## src/rtl/mux_sel_pkg.sv

```systemverilog
// Shared state encoding and owner constants for the two-input mux select arbiter.
package mux_sel_pkg;

    typedef enum logic [1:0] {
        IDLE  = 2'd0,
        OWN_A = 2'd1,
        OWN_B = 2'd2
    } state_e;

    localparam logic SEL_A = 1'b0;
    localparam logic SEL_B = 1'b1;

endpackage

```

## src/rtl/mux_sel_arbiter_hold_counter.sv

```systemverilog
// Saturating ownership dwell counter; clear has priority over enable.
module hold_counter #(
    parameter int unsigned MAX_HOLD = 16,
    parameter int unsigned CW       = $clog2(MAX_HOLD + 1)
) (
    input  logic          clock,
    input  logic          reset,
    input  logic          clear,
    input  logic          enable,
    output logic [CW-1:0] count
);

    logic [CW-1:0] count_q;
    logic [CW-1:0] count_d;

    always_comb begin
        count_d = count_q;
        if (clear) begin
            count_d = '0;
        end else if (enable && (count_q != CW'(MAX_HOLD))) begin
            count_d = count_q + CW'(1);
        end
    end

    always_ff @(posedge clock or posedge reset) begin
        if (reset) begin
            count_q <= '0;
        end else begin
            count_q <= count_d;
        end
    end

    assign count = count_q;

endmodule

```

## src/rtl/mux_sel_arbiter.sv

```systemverilog
// Round-robin two-requester arbiter driving the mux select with a minimum dwell.
// Define MUX_SEL_ARBITER_TIMEOUT_EN to preempt an owner after MAX_HOLD cycles under contention.
module mux_sel_arbiter
    import mux_sel_pkg::*;
#(
    parameter int unsigned HOLD_CYCLES = 4,
    parameter int unsigned MAX_HOLD    = 16
) (
    input  logic clock,
    input  logic reset,
    input  logic req_a,
    input  logic req_b,
    output logic sl,
    output logic gnt_a,
    output logic gnt_b,
    output logic busy,
    output logic switch_pulse
);

    localparam int unsigned CW = $clog2(MAX_HOLD + 1);

    state_e        state_q, state_d;
    logic          last_owner_q, last_owner_d;
    logic          sl_q, sl_d;
    logic          gnt_a_q, gnt_a_d;
    logic          gnt_b_q, gnt_b_d;
    logic          busy_q, busy_d;
    logic          switch_pulse_q, switch_pulse_d;
    logic [CW-1:0] cnt;
    logic          cnt_clear;
    logic          cnt_en;
    logic          hold_met;
    logic          entering;
`ifdef MUX_SEL_ARBITER_TIMEOUT_EN
    logic          timeout;
    assign timeout = (cnt == CW'(MAX_HOLD - 1));
`endif

    assign hold_met = (cnt >= CW'(HOLD_CYCLES - 1));

    hold_counter #(
        .MAX_HOLD (MAX_HOLD),
        .CW       (CW)
    ) u_hold_counter (
        .clock  (clock),
        .reset  (reset),
        .clear  (cnt_clear),
        .enable (cnt_en),
        .count  (cnt)
    );

    always_comb begin
        state_d        = state_q;
        last_owner_d   = last_owner_q;
        sl_d           = sl_q;
        entering       = 1'b0;

        case (state_q)
            IDLE: begin
                if (req_a && req_b) begin
                    state_d = (last_owner_q == SEL_A) ? OWN_B : OWN_A;
                end else if (req_a) begin
                    state_d = OWN_A;
                end else if (req_b) begin
                    state_d = OWN_B;
                end
            end
            OWN_A: begin
                if (hold_met && !req_a) begin
                    state_d = req_b ? OWN_B : IDLE;
                end
`ifdef MUX_SEL_ARBITER_TIMEOUT_EN
                if (timeout && req_b) begin
                    state_d = OWN_B;
                end
`endif
            end
            OWN_B: begin
                if (hold_met && !req_b) begin
                    state_d = req_a ? OWN_A : IDLE;
                end
`ifdef MUX_SEL_ARBITER_TIMEOUT_EN
                if (timeout && req_a) begin
                    state_d = OWN_A;
                end
`endif
            end
            default: state_d = IDLE;
        endcase

        // A new ownership (from IDLE or a direct handoff) restarts the dwell.
        entering = (state_d != IDLE) && (state_d != state_q);
        if (entering) begin
            last_owner_d = (state_d == OWN_B) ? SEL_B : SEL_A;
        end

        if (state_d == OWN_A) begin
            sl_d = SEL_A;
        end else if (state_d == OWN_B) begin
            sl_d = SEL_B;
        end

        gnt_a_d        = (state_d == OWN_A);
        gnt_b_d        = (state_d == OWN_B);
        busy_d         = gnt_a_d || gnt_b_d;
        switch_pulse_d = (sl_d != sl_q);
    end

    assign cnt_clear = entering;
    assign cnt_en    = (state_q != IDLE);

    always_ff @(posedge clock or posedge reset) begin
        if (reset) begin
            state_q        <= IDLE;
            last_owner_q   <= SEL_B;
            sl_q           <= SEL_A;
            gnt_a_q        <= 1'b0;
            gnt_b_q        <= 1'b0;
            busy_q         <= 1'b0;
            switch_pulse_q <= 1'b0;
        end else begin
            state_q        <= state_d;
            last_owner_q   <= last_owner_d;
            sl_q           <= sl_d;
            gnt_a_q        <= gnt_a_d;
            gnt_b_q        <= gnt_b_d;
            busy_q         <= busy_d;
            switch_pulse_q <= switch_pulse_d;
        end
    end

    assign sl           = sl_q;
    assign gnt_a        = gnt_a_q;
    assign gnt_b        = gnt_b_q;
    assign busy         = busy_q;
    assign switch_pulse = switch_pulse_q;

endmodule

```

## config.mk

```make
export PLATFORM = sky130hd
export DESIGN_NAME = mux_sel_arbiter
export DESIGN_NICKNAME = d
export VERILOG_FILES = /design/src/rtl/mux_sel_pkg.sv /design/src/rtl/mux_sel_arbiter_hold_counter.sv /design/src/rtl/mux_sel_arbiter.sv
export SDC_FILE = /design/constraint.sdc
export NUM_CORES = 1
export LEC_CHECK = 0
export CAP_MARGIN = 20
export CORE_MARGIN = 3
export CORE_UTILIZATION = 25
export CTS_CLUSTER_DIAMETER = 40
export DETAILED_ROUTE_END_ITERATION = 10
export GPL_TIMING_DRIVEN = 0
export SYNTH_ARGS = -nofsm -noshare
export SYNTH_HDL_FRONTEND = slang
export SYNTH_SLANG_ARGS = --single-unit
```

## constraint.sdc

```tcl
create_clock -name clock -period 2.5 [get_ports clock]
set_input_delay 0.5 -clock clock [delete_from_list [all_inputs] [get_ports clock]]
set_output_delay 0.5 -clock clock [all_outputs]
set_load 0.01 [all_outputs]
```

# == After elaboration in Yosys (flattened, before gate mapping) ==
# Cells that the tools add are included.
# op_classes
n_addsub,1
n_lt_le_gt_ge,1
n_eq_ne,7
mux,14
n_reduce_logical,12
# op_table
cell,n
2-bit two-way mux,7
5-bit two-way mux,2
2-bit one-hot mux with 3 select lines,1
2-bit nonzero test,3
"5-bit by 1-bit adder with 5-bit output, second input constant",1
"5-bit by 2-bit >= comparator with 1-bit output, second input constant",1
1-bit logical AND,5
"5-bit != test, second input constant",1
"2-bit by 1-bit == test with 1-bit output, second input constant",2
"2-bit == test, second input constant",2
1-bit two-way mux,4
1-bit logical NOT,2
2-bit logical NOT,1
2-bit != test,1
1-bit logical OR,1
1-bit != test,1
# totals
register_bits,13
inputBits,4
output_inout_bits,5
elab_cells,43

# == Longest topological paths before layout ==
# depth
depth_word,8
ltp_mapped,9
ltp_nobuf,9

# == Hierarchy ==
# A second synthesis with hierarchy kept.
# unflattened
cells_unflattened,71
area_unflattened_um2,716.9
# by_module_without_submodules
mod,n_inst,cells_each,area_each_um2,seq_area_each_um2
mux_sel_arbiter,1,42,432.9,201.4
hold_counter,1,29,284.0,125.1

# == Least setup slack after synthesis ==
# OpenSTA, ideal clock, no wires.
# synth_path
path_type,reg-to-reg
from,register u_hold_counter.count_q[0] (netlist: u_hold_counter.count[0])
to,register last_owner_q
setup_time_ns,0.082
t_arrival_ns,2.501
required_time_ns,2.418
path_slack_ns,-0.083
stages_incl_launch_ff,8
path_buffers,0
period_less_slack_ns,2.583
path_cell_list,dfrtp_1 ha_1 or4_4 or3_2 o311a_1 ha_1 a41oi_2 mux2_4
# synth_via
elab_chain_cells,6
word_cells_on_any_way,11
cone_classes,order compare: 1; eq/ne: 2; mux: 4; reduce/logical: 4
# synth_lines
element,line,rtl
start: declaration,mux_sel_arbiter_hold_counter.sv:13,logic [CW-1:0] count_q;
start signal: assignment,mux_sel_arbiter_hold_counter.sv:29,count_q <= count_d;
5-bit by 2-bit >= comparator with 1-bit output (*),mux_sel_arbiter.sv:39,assign hold_met = (cnt >= CW'(HOLD_CYCLES - 1));
1-bit logical AND (on tied branches),"mux_sel_arbiter.sv:79, mux_sel_arbiter.sv:69",
2-bit two-way mux (on tied branches),"mux_sel_arbiter.sv:79, mux_sel_arbiter.sv:69",
2-bit one-hot mux with 3 select lines (*),mux_sel_arbiter.sv:58,case (state_q)
2-bit == test (tied with other cells),mux_sel_arbiter.sv:94,last_owner_d = (state_d == OWN_B) ? SEL_B : SEL_A;
1-bit two-way mux or 1-bit logical AND (tied branches),"mux_sel_arbiter.sv:94, mux_sel_arbiter.sv:92",
end signal: assignment,mux_sel_arbiter.sv:123,last_owner_q <= last_owner_d;
end: declaration,mux_sel_arbiter.sv:23,"logic last_owner_q, last_owner_d;"
# Every way passes the cells marked *; elsewhere a longest branch is shown, timed or not.
# A chain may end at the register's enable or synchronous reset.

# == Final worst setup path ==
# layout_path
from,register u_hold_counter.count_q[1] (netlist: u_hold_counter.count[1])
to,register last_owner_q
# Same word-level chain as after synthesis.

==> results.yml <==
sta:
  max_freq_mhz: 407
  finalClockSkew_ns: 0.00713
  rsz0062_at_grt: "true"
  tightestPinTransition_ns: 0.517
  post-route-min-period_ns: 2.46
  setup_viol: 0
  relSlewSlack_pct: 65.1
  hold_violations: 0
  fin_ws_ns: 0.0430
  slew_viol_final: 0
  finalCritPeriodShare_pct: 98.3
power:
  leakagePower_nw: 0.396
  p_per_area_mw_per_mm2: 1360
  peakVddDrop_v: 0.000554
critical_path:
  cp.required_ns: 2.70
  crit_arrival_ns: 2.66
  worstSetupEndpoint: "last_owner_q"
  ff2ff_path_depth: 7
  start_kind: "flip-flop"
  critPathBufInv: 0
  critPathTopFamily: "simple AND/OR/NAND/NOR gates"
  cp.depth: 7
  r2r_start: "u_hold_counter.count[1]"
  r2r_end: "last_owner_q"
  worstSetupEndpointType: "flip-flop"
  reg2reg_slack_ns: 0.04
  cp_cell_sequence: "ha_2 > or4_4 > or3_4 > o311a_1 > ha_2 > a41oi_4 > mux2_4"
  max_stage_delay_ns: 0.46
  critPathKind: "flip-flop to flip-flop"
  cp_max_fo: 4
  crit_slowest_cell: "or4_4"
  crit_start: "u_hold_counter.count[1]"
  cp_common_cell: "ha_2"
layout:
  antenna_cells: 0
  stdcell_count: 114
  layout.nets: 94
  layout-drive-gt1-share_pct: 25.0
  area_delta_synth_final_pct: 30.6
synth:
  synth_area_leaders: "dfrtp_1 (43%), ha_1 (8.9%), nor2_1 (5.3%)"
  synthMostInstantiatedCell: "dfrtp_1"
  synth-edff-count: 0
  synthTopCellsByCount: "dfrtp_1 (12), nor2_1 (10), ha_1 (5), inv_1 (5), a21oi_1 (4)"
  syn_area_um2: 703
  yosysTopAreaCellShare_pct: 42.7
  postSynthAreaPerCell_um2: 10.7
  ys_types: 31
  synthArstFlopShare_pct: 100
  yosysTopAreaCell: "dfrtp_1"
  ys_ff_latch: 13
  netlist_instances: 66
  synthFlopType: "dfrtp_1"
  yosysWarningCount: 0
  ys_seq_area_share_pct: 46.4
  syn_nets: 75
floorplan:
  start_util_pct: 27.4
  dieArea_mm2: 0.00349
  pin_count: 9
  die_y_um: 59.0
  rows: 18
  die_w_um: 59.0
  core_area_mm2: 0.00257
place:
  hpwl_um: 990
  globalplace.congestion: 0.682
  pre_cts_ws_ns: -0.190
  dp.cells: 104
  io_buffers: 8
cts:
  clkLatencyLatePin_ns: 0.27
  cts_max_level: 1
  cts_buffers: 3
  holdBufCountCts: 0
  cts_tree: "done"
  clockRootBuffer: "clkbuf_4"
  clock-sinks: 13
  cts_max_path_buffers: 2
  cts.clk_slew.worst_paths_ns: 0.07
global_route:
  grt_pass1_wl_um: 2390
  grt_overflow: 0
  grtUsageTotal_pct: 9.33
  grt_pass1_vias: 537
  grt_max_degree: 14
  antenna_found_initial: 0
drt:
  wl_um: 1370
  wl_per_cell_um: 12.0
  first_pass_iters: 4
  drtAntennaViolNets: 0
  drtIter0Drc: 9
  vias: 553
  drcViolationCount: 0
  vias_per_cell: 4.85
min_path:
  hold_path.class: "input pin to asynchronous set/reset pin"
flow_run:
  max_cap_violations: 0
run_status:
  status: "completed"
==> area by class of cell <==
cell class | count | area (um^2)
well taps | 30 | 37.5
multi-input cells | 47 | 378
inverters | 5 | 18.8
repair buffers | 14 | 125
fillers | 276 | 1650
clock buffers | 4 | 26.3
plain buffers | 1 | 3.75
flip-flops and latches | 13 | 329
==> logic make-up after synthesis <==
family,Yosys count,synth area share (%)
AOI/OAI and AO/OA,16,18.7
xor gates and xnor gates,3,3.74
adders and majority gates,5,8.90
buffers and inverters,6,3.20
DFF,13,46.4
muxes,2,3.56
and+or+nand+nor,21,15.5
==> worst min-delay path by stage <==
stage	endpoint	depth (start not counted)	start
2_1_floorplan	busy	1	reset
3_3_place_gp	switch_pulse	2	sl
3_5_place_dp	switch_pulse	2	sl
4_1_cts	gnt_b	2	reset
5_1_grt	switch_pulse	2	reset
6_report	gnt_b	2	reset
==> per-stage QoR <==
step	hold slack (ns)	util [%]	power (W)	area, um^2	setup TNS [ns]
global placement	0.523	32.2	0.000994	827	-0.215
floorplan	0.376	-	0.000820	709	0
CTS	0.539	34.7	0.00121	892	0
detailed placement	0.516	32.2	0.00100	827	-0.272
global route	0.560	35.8	0.00137	918	-0.0551
finish	0.536	35.8	0.00125	918	0
==> cell usage in the layout, fill, tap and decap left out <==
master	synthesis	layout
xnor2_1	1	1
a311oi_1	1	1
inv_1	5	5
or3_4	0	1
nor2_1	10	10
a41oi_4	0	1
nand2_1	3	3
dfstp_2	1	1
nand4_1	2	2
o21ai_0	1	1
a32o_1	1	1
ha_2	0	2
a31oi_1	1	1
xor2_1	2	2
a32oi_1	1	1
ha_1	5	3
clkdlybuf4s50_1	0	8
dfrtp_2	0	2
o311a_1	1	1
nand3b_1	1	1
a21o_1	1	1
or2_2	1	1
mux2i_1	1	1
a21oi_1	4	3
dfrtp_1	12	10
buf_4	0	6
nand4b_1	1	1
or3_1	1	1
clkbuf_1	1	2
o311ai_0	1	1
clkbuf_4	0	3
o31ai_1	1	1
o21a_1	1	1
or4_4	1	1
mux2_4	1	1
a21oi_2	0	1
o221ai_2	1	1
==> metal layers <==
metal / part of all wire, % / wire (um) / up-vias / track usage (%)
met5: 0 / 0 / - / 0
met4: 1.2 / 17 / 0 / 4.85
met3: 5.9 / 81 / 2 / 2.83
met2: 48 / 657 / 17 / 15.6
met1: 45 / 610 / 257 / 10.7
li1: - / - / 277 / -
==> registers in the layout (all words and copies together) (netlist names) <==
register,flops
busy,1
state_q,2
gnt_a,1
last_owner_q,1
u_hold_counter.count,5
sl,1
switch_pulse,1
gnt_b,1
==> what timing repair did <==
item | in CTS | in global routing
gates resized for setup | 4 | 1
pin swaps | 0 | 1
setup buffers | 3 | 3
cloned | 0 | 0
setup endpoints to repair | 2 | 4
==> power by group <==
group          switching (W)  leakage [nW]  internal, W
clock              0.0000577        0.0150    0.0000618
sequential         0.0000681         0.160     0.000308
combinational       0.000371         0.220     0.000386
(Power assumes the default switching activity.)
